`src/rtl/waterfall_pkg.sv`:
```
`default_nettype none
// +--------------------------------------------------------------------+
// | waterfall_pkg: shared widths, display modes and step classes        |
// | Rev 1.0 - initial release                                           |
// +--------------------------------------------------------------------+
package waterfall_pkg;

  localparam int LED_W = 8;
  localparam int POS_W = 3;

  localparam logic [1:0] MODE_DOT   = 2'b00;
  localparam logic [1:0] MODE_TRAIL = 2'b01;
  localparam logic [1:0] MODE_BAR   = 2'b10;
  localparam logic [1:0] MODE_OFF   = 2'b11;

  typedef enum logic [1:0] {
    HOLD    = 2'd0,
    STEP_UP = 2'd1,
    STEP_DN = 2'd2,
    JUMP    = 2'd3
  } step_cls_t;

endpackage
`default_nettype wire

```
`src/rtl/waterfall_led_driver_classify.sv`:
```
`default_nettype none
// +--------------------------------------------------------------------+
// | wf_step_classify: classifies the step between two counter samples   |
// | Rev 1.0 - initial release                                           |
// +--------------------------------------------------------------------+
module wf_step_classify
  import waterfall_pkg::*;
(
  input  logic [POS_W-1:0] cnt_q,
  input  logic [POS_W-1:0] prev_q,
  output step_cls_t        step_cls,
  output logic             wrap_cond
);

  logic [POS_W-1:0] w_diff;

  // Modulo-8 difference falls out of the natural 3-bit wraparound
  assign w_diff = cnt_q - prev_q;

  always_comb begin
    step_cls = JUMP;
    case (w_diff)
      3'd0:    step_cls = HOLD;
      3'd1:    step_cls = STEP_UP;
      3'd7:    step_cls = STEP_DN;
      default: step_cls = JUMP;
    endcase
  end

  assign wrap_cond = ((step_cls == STEP_UP) && (cnt_q == 3'd0)) ||
                     ((step_cls == STEP_DN) && (cnt_q == 3'd7));

endmodule
`default_nettype wire

```
`src/rtl/waterfall_led_driver.sv`:
```
`default_nettype none
// +--------------------------------------------------------------------+
// | waterfall_led_driver: renders the waterfall position onto 8 LEDs    |
// | Rev 1.0 - initial release                                           |
// +--------------------------------------------------------------------+
module waterfall_led_driver
  import waterfall_pkg::*;
#(
  parameter int IDLE_CYC = 4
) (
  input  logic             clk_1hz,
  input  logic             rst_n,
  input  logic [POS_W-1:0] count,
  input  logic [1:0]       mode,
  output logic [LED_W-1:0] led,
  output logic             dir,
  output logic             wrap,
  output logic             idle
);

  localparam logic [3:0] C_IDLE_MAX = 4'(IDLE_CYC);

  logic [POS_W-1:0] r_cnt_q;
  logic [POS_W-1:0] r_prev_q;
  logic [3:0]       r_idle_cnt;
  logic             r_phase;

  step_cls_t        w_cls;
  logic             w_wrap_cond;
  logic [3:0]       w_idle_cnt_nxt;
  logic             w_idle_nxt;
  logic             w_phase_nxt;
  logic             w_dir_nxt;
  logic [LED_W-1:0] w_pattern;
  logic [LED_W-1:0] w_led_nxt;

  wf_step_classify u_classify (
    .cnt_q     (r_cnt_q),
    .prev_q    (r_prev_q),
    .step_cls  (w_cls),
    .wrap_cond (w_wrap_cond)
  );

  always_comb begin
    w_idle_cnt_nxt = 4'd0;
    w_dir_nxt      = dir;
    w_pattern      = '0;

    if (w_cls == HOLD) begin
      w_idle_cnt_nxt = (r_idle_cnt == C_IDLE_MAX) ? r_idle_cnt : r_idle_cnt + 4'd1;
    end
    w_idle_nxt = (w_idle_cnt_nxt == C_IDLE_MAX);

    if (w_cls == STEP_UP) begin
      w_dir_nxt = 1'b1;
    end else if (w_cls == STEP_DN) begin
      w_dir_nxt = 1'b0;
    end

    case (mode)
      MODE_DOT: begin
        w_pattern[r_cnt_q] = 1'b1;
      end
      MODE_TRAIL: begin
        w_pattern[r_cnt_q] = 1'b1;
        if ((w_cls == STEP_UP) || (w_cls == STEP_DN)) begin
          w_pattern[r_prev_q] = 1'b1;
        end
      end
      MODE_BAR: begin
        for (int i = 0; i < LED_W; i++) begin
          w_pattern[i] = w_dir_nxt ? (i <= int'(r_cnt_q)) : (i >= int'(r_cnt_q));
        end
      end
      default: w_pattern = '0;
    endcase

    // Blank on the old phase so the first idle cycle still shows the pattern
    w_phase_nxt = w_idle_nxt & ~r_phase;
    w_led_nxt   = (w_idle_nxt && r_phase) ? '0 : w_pattern;
  end

  always_ff @(posedge clk_1hz or negedge rst_n) begin
    if (!rst_n) begin
      r_cnt_q    <= '0;
      r_prev_q   <= '0;
      r_idle_cnt <= 4'd0;
      r_phase    <= 1'b0;
      led        <= '0;
      dir        <= 1'b1;
      wrap       <= 1'b0;
      idle       <= 1'b0;
    end else begin
      r_cnt_q    <= count;
      r_prev_q   <= r_cnt_q;
      r_idle_cnt <= w_idle_cnt_nxt;
      r_phase    <= w_phase_nxt;
      led        <= w_led_nxt;
      dir        <= w_dir_nxt;
      wrap       <= w_wrap_cond;
      idle       <= w_idle_nxt;
    end
  end

endmodule
`default_nettype wire

```
`config.mk`:
```
export PLATFORM = sky130hd
export DESIGN_NAME = waterfall_led_driver
export DESIGN_NICKNAME = d
export VERILOG_FILES = /design/src/rtl/waterfall_pkg.sv /design/src/rtl/waterfall_led_driver_classify.sv /design/src/rtl/waterfall_led_driver.sv
export SDC_FILE = /design/constraint.sdc
export NUM_CORES = 1
export LEC_CHECK = 0
export CORE_MARGIN = 3
export CORE_UTILIZATION = 55
export DETAILED_ROUTE_END_ITERATION = 6
export GPL_TIMING_DRIVEN = 0
export MAX_ROUTING_LAYER = met4
export PLACE_DENSITY_LB_ADDON = 0.08
export SYNTH_ARGS = -nofsm -noshare
export SYNTH_HDL_FRONTEND = slang
export SYNTH_SLANG_ARGS = --single-unit
```
`constraint.sdc`:
```
create_clock -name clk_1hz -period 3.9 [get_ports clk_1hz]
set_input_delay 0.39 -clock clk_1hz [delete_from_list [all_inputs] [get_ports clk_1hz]]
set_output_delay 0.39 -clock clk_1hz [all_outputs]
set_load 0.1 [all_outputs]
```
---- After elaboration in Yosys (flattened, before gate mapping) ----
Index checks and enable logic that the tools add are counted.
storage, ports and cells
  register bits ........................... 22
  input port bits ......................... 7
  output and inout bits ................... 11
  word-level logic and storage cells ...... 71
operators by class
  add/sub/neg operators ................... 2
  magnitude comparators ................... 18
  eq/ne operators ......................... 9
  muxes and demuxes ....................... 20
  bitwise gates (word level) .............. 3
  reductions and logical operators ........ 11
operators with widths
  operator                                                       number
  case mux 8 bit (3 select lines)                                1
  2-to-1 mux 8 bit                                               2
  less-or-equal comparator 3 bit, first input constant           4
  2-to-1 mux 1 bit                                               12
  >= comparator 3 bit, first input constant                      3
  equality test 4 x 3 -> 1 bit, second input constant            2
  < comparator 3 x 4 -> 1 bit, second input constant             2
  2-to-1 mux 4 bit                                               2
  bitwise OR 8 bit                                               1
  demux 1 bit (select 3 bit)                                     2
  equality test 3 bit, second input constant                     2
  >= comparator 1 x 3 -> 1 bit, first input constant             2
  >= comparator 2 x 3 -> 1 bit, first input constant             2
  >= comparator 3 x 1 -> 1 bit, second input constant            2
  less-or-equal comparator 2 x 3 -> 1 bit, first input constant  2
  logical NOT 3 bit                                              2
  case mux 2 bit (3 select lines)                                1
  logical AND 1 bit                                              5
  adder 4 x 1 -> 4 bit, second input constant                    1
  equality test 2 x 1 -> 1 bit, second input constant            2
  equality test 2 bit, second input constant                     2
  logical NOT 2 bit                                              2
  equality test 3 x 1 -> 1 bit, second input constant            1
  less-or-equal comparator 1 x 3 -> 1 bit, first input constant  1
  other kinds (4)                                                5

---- Depth between registers and ports, before layout ----
  depth after elaboration ................. 9
  gate-level depth with buffers ........... 9
  mapped depth without buffers ............ 8

---- Hierarchy ----
Synthesis repeated with hierarchy kept, for this count alone.
unflattened totals
  cells, all modules ...................... 122
  area total of the unflattened synthesis .. 1255.0 um^2
modules (own cells, without submodules)
  module                times used  cells an instance  area an instance (um^2)  seq. area each (um^2)
  waterfall_led_driver  1           109                1124.8                   551.8
  wf_step_classify      1           13                 130.1                    0.0

---- Worst setup path before layout ----
Ideal clock, no wire load.
  kind .................................... register to register
  start ................................... register r_cnt_q[1]
  end ..................................... register led[4]
  setup time .............................. 84 ps
  arrival ................................. 2335 ps
  data required time ...................... 3816 ps
  slack ................................... 1481 ps
  cell stages (with the launch flop) ...... 9
  buffers on the path ..................... 2
  period minus slack after synthesis ...... 2419 ps
  path through ............................ dfrtp_1 -> clkbuf_1 -> inv_1 -> fa_1 -> buf_2 -> o21ai_0 -> nand2_4 -> or3_4 -> a41oi_2
between the ends
  cells in the longest elaborated chain, start to end .. 9
  elaborated cells between the ends (all ways) .. 26
  those cells by class .................... add/sub: 1; order compare: 4; eq/ne: 5; mux: 10; bitwise: 1; reduce/logical: 5
RTL lines
  what                                         RTL line                             source
  start: declaration                           waterfall_led_driver.sv:23           logic [POS_W-1:0] r_cnt_q;
  start signal: assignment                     waterfall_led_driver.sv:94           r_cnt_q <= count;
  subtractor 3 bit *                           waterfall_led_driver_classify.sv:18  assign w_diff = cnt_q - prev_q;
  equality test 3 bit (tied with other cells)  waterfall_led_driver_classify.sv:22  case (w_diff)
  case mux 2 bit (3 select lines) *            waterfall_led_driver_classify.sv:22
  equality test 2 bit                          waterfall_led_driver.sv:56           end else if (w_cls == STEP_DN) begin
  2-to-1 mux 1 bit                             waterfall_led_driver.sv:56
  2-to-1 mux 1 bit *                           waterfall_led_driver.sv:54           if (w_cls == STEP_UP) begin
  via w_dir_nxt                                waterfall_led_driver.sv:33           logic w_dir_nxt;
  2-to-1 mux 1 bit *                           waterfall_led_driver.sv:72           w_pattern[i] = w_dir_nxt ? (i <= int'(r_cnt_q)) : (i >= int'(r_cnt_q));
  case mux 8 bit (3 select lines) *            waterfall_led_driver.sv:60           case (mode)
  2-to-1 mux 8 bit *                           waterfall_led_driver.sv:80           w_led_nxt = (w_idle_nxt && r_phase) ? '0 : w_pattern;
  via w_led_nxt[4]                             waterfall_led_driver.sv:35           logic [LED_W-1:0] w_led_nxt;
  end signal: assignment                       waterfall_led_driver.sv:98           led <= w_led_nxt;
  end: declaration                             waterfall_led_driver.sv:15           output logic [LED_W-1:0] led,
Mark *: on every way through the listed nets, which the timed path passes. The rest lies on a longest branch.

---- Worst setup path in the final report ----
Same ends and word-level chain as after synthesis.

==> flow_summary.toml <==
[status]
status = "finished, final reports clean"

[routing]
drt_pass1_iterations = 4
highest_layer = "met4"
post_drt_wl_per_cell_um = 14.2
antenna_left = 0
viasPerCell = 6.05
wl_mm = 2.38
num_vias = 1010
drc_errors = 0
wl_met3_um = 207
wl_met2_mm = 1.15
wl_met1_um = 994
drtIter0Drc = 37

[clock_tree]
cts_root_buf = "clkbuf_4"
cts_hold_buf = 0
cts_buffer_depth = 2
cts_tree = "yes"
path_clk_slew_ps = 110
cts_resized = 0
cts_setup_buffers = 0
htree_levels = 1
cts_buffers = 3
clock_latency_ps = 300
cts.sinks = 22

[global_routing]
grtUsageTotal_pct = 21.6
antenna_found_initial = 0
grt_max_degree = 23
grt_pass1_vias = 998
grt_overflow_total = 0
grt_pass1_wl_mm = 4.29

[synth]
syn_avg_cell_area_sq_um = 10.2
synth_fp_nets = 131
yosys_most_used_dff = "dfrtp_1"
synth-edff-count = 0
syn_inst = 120
yosysWarnings = 0
yosysSeqAreaShare_pct = 45.0
async_flop_share_pct = 100
synth-seq-cells = 22
synth_cell_types = 41
netlist_area_sq_um = 1220

[flow_run]
cap_violations = 0

[sta]
fin_skew_ps = 1.67
finalSetupViolCount = 0
rsz0062_at_grt = "false"
slew_viol_final = 0
final.min_clock_period_ps = 2740
maxSlewHeadroom_pct = 35.0
finalSetupTns_ps = 0
worst_pin_slew_ps = 972
min_period_over_period_pct = 70.2
setup_slack_ps = 1160
fmax_mhz = 365
finalHoldViolCount = 0

[floorplanning]
start_util_pct = 60.0
num_rows = 16
die_x_um = 53.2
coreArea_sq_um = 2040
die_area_sq_um = 2830
die_y_um = 53.2
pin_count = 18

[layout]
nFillCells = 147
area_growth_pct = 18.8
nNetsFinal = 152
register_area_sq_um = 552
drive_gt1_share_pct = 11.4
multi_input_area_sq_um = 629
mostFrequentLayoutCell = "dfrtp_1"
final_area_sq_um = 1460
antenna_cells = 0
final_cell_mix = "21 x dfrtp_1, 16 x clkdlybuf4s50_1, 12 x nor2_1"
layout.cells.non_filler = 167

[worst_setup_path]
timing.rr.end = "led[4]$_DFF_PN0_"
cp-end-kind = "flip-flop"
required_ps = 4130
reg2reg_from = "r_cnt_q[1]$_DFF_PN0_"
crit_type = "reg -> reg"
worstPathArrival_ps = 2970
ff2ff_path_depth = 8
cp-start-kind = "flip-flop"
ff2ff_setup_slack_ps = 1160
critPathMaxFanout = 9

[placed_design]
port_buffers = 16
place_congestion = 0.937
placed_area_sq_um = 1420
hpwl_mm = 1.78
dp.cells = 163
place_ws_ps = 1220

[worst_hold_path]
hold_path_startpoint = "r_cnt_q[1]$_DFF_PN0_"
hold_depth = 0
hold_path_end = "r_prev_q[1]$_DFF_PN0_"
hold_path_class = "reg -> reg"

[pwr]
p_per_area_nw_per_um2 = 460
leakage_nw = 0.595
peakVddDrop_uv = 246
fin_total_pwr_uw = 669
==> worst max path at each step <==
stage,slack [ps],to,startpoint
final,1160,led[4]$_DFF_PN0_,r_cnt_q[1]$_DFF_PN0_
after global placement,1240,led[4]$_DFF_PN0_,r_cnt_q[1]$_DFF_PN0_
after global routing,980,led[4]$_DFF_PN0_,r_cnt_q[1]$_DFF_PN0_
after floorplan,1480,led[4]$_DFF_PN0_,r_cnt_q[1]$_DFF_PN0_
after CTS,1180,led[4]$_DFF_PN0_,r_cnt_q[1]$_DFF_PN0_
after detailed placement,1220,led[4]$_DFF_PN0_,r_cnt_q[1]$_DFF_PN0_
==> area by class of cell <==
type                       instances  area share [%]
buffer                             5            1.46
inverter                           6            1.55
multi-input combinational         87            43.3
sequential                        22            37.9
clock buffer                       4            2.49
tap                               27            2.32
timing repair buffer              16            11.0
==> metrics by stage <==
step           hold slack [ps]  utilization, %
2_1_floorplan             94.4               -
3_3_place_gp               358            69.5
3_5_place_dp               364            69.5
4_1_cts                    393            71.3
5_1_grt                    402            71.3
6_report                   390            71.3
==> cells by family after synthesis <==
group	after synthesis	synth area share, %
fa+ha+maj	4	4.70
simple gates	50	22.8
buf+inv	11	3.57
flops	22	45.0
mux	1	0.817
xor+xnor	5	4.70
compound gates	27	18.4
==> report_power, final <==
| part | internal, mW | switching [mW] | leakage [nW] |
|---|---|---|---|
| registers | 0.251 | 0.0180 | 0.283 |
| clock network | 0.0569 | 0.0648 | 0.0210 |
| logic | 0.0753 | 0.202 | 0.291 |
==> state kept, by name (all words and copies together), names as in the netlist <==
| signal | cells |
|---|---|
| led | 8 |
| r_prev_q | 3 |
| r_phase | 1 |
| wrap | 1 |
| idle | 1 |
| dir | 1 |
| r_idle_cnt | 4 |
| r_cnt_q | 3 |
==> worst max-delay path: stages, from the launching register on <==
cell      delay, ps
dfrtp_1         360
clkbuf_1        340
inv_1           160
fa_1            480
buf_2           170
o21ai_0         420
nand2_4         150
or3_4           410
a41oi_2         170
==> synthesized netlist by cell type (2+ instances only) <==
library cell	n	area (sq um)
a31oi_1	4	25.0
nand2_1	4	15.0
nand4_1	4	25.0
ha_1	3	37.5
o21ai_0	5	25.0
nor2_1	12	45.0
nand4b_1	2	17.5
inv_1	6	22.5
nand2b_1	2	12.5
dfrtp_1	21	526
a41oi_2	2	32.5
clkbuf_1	3	11.3
nor3_1	6	30.0
a32oi_1	2	17.5
xor2_1	3	26.3
a21oi_1	5	25.0
nand3_1	7	35.0
nor2b_1	4	25.0
nor3b_1	2	15.0
buf_2	2	10.0
==> per-layer routing <==
metal	vias to the layer above	global-route usage, %
met5	-	-
met4	0	7.23
met3	4	3.38
met2	52	36.4
met1	475	26.4
li1	479	-
(Power assumes the default switching activity.)
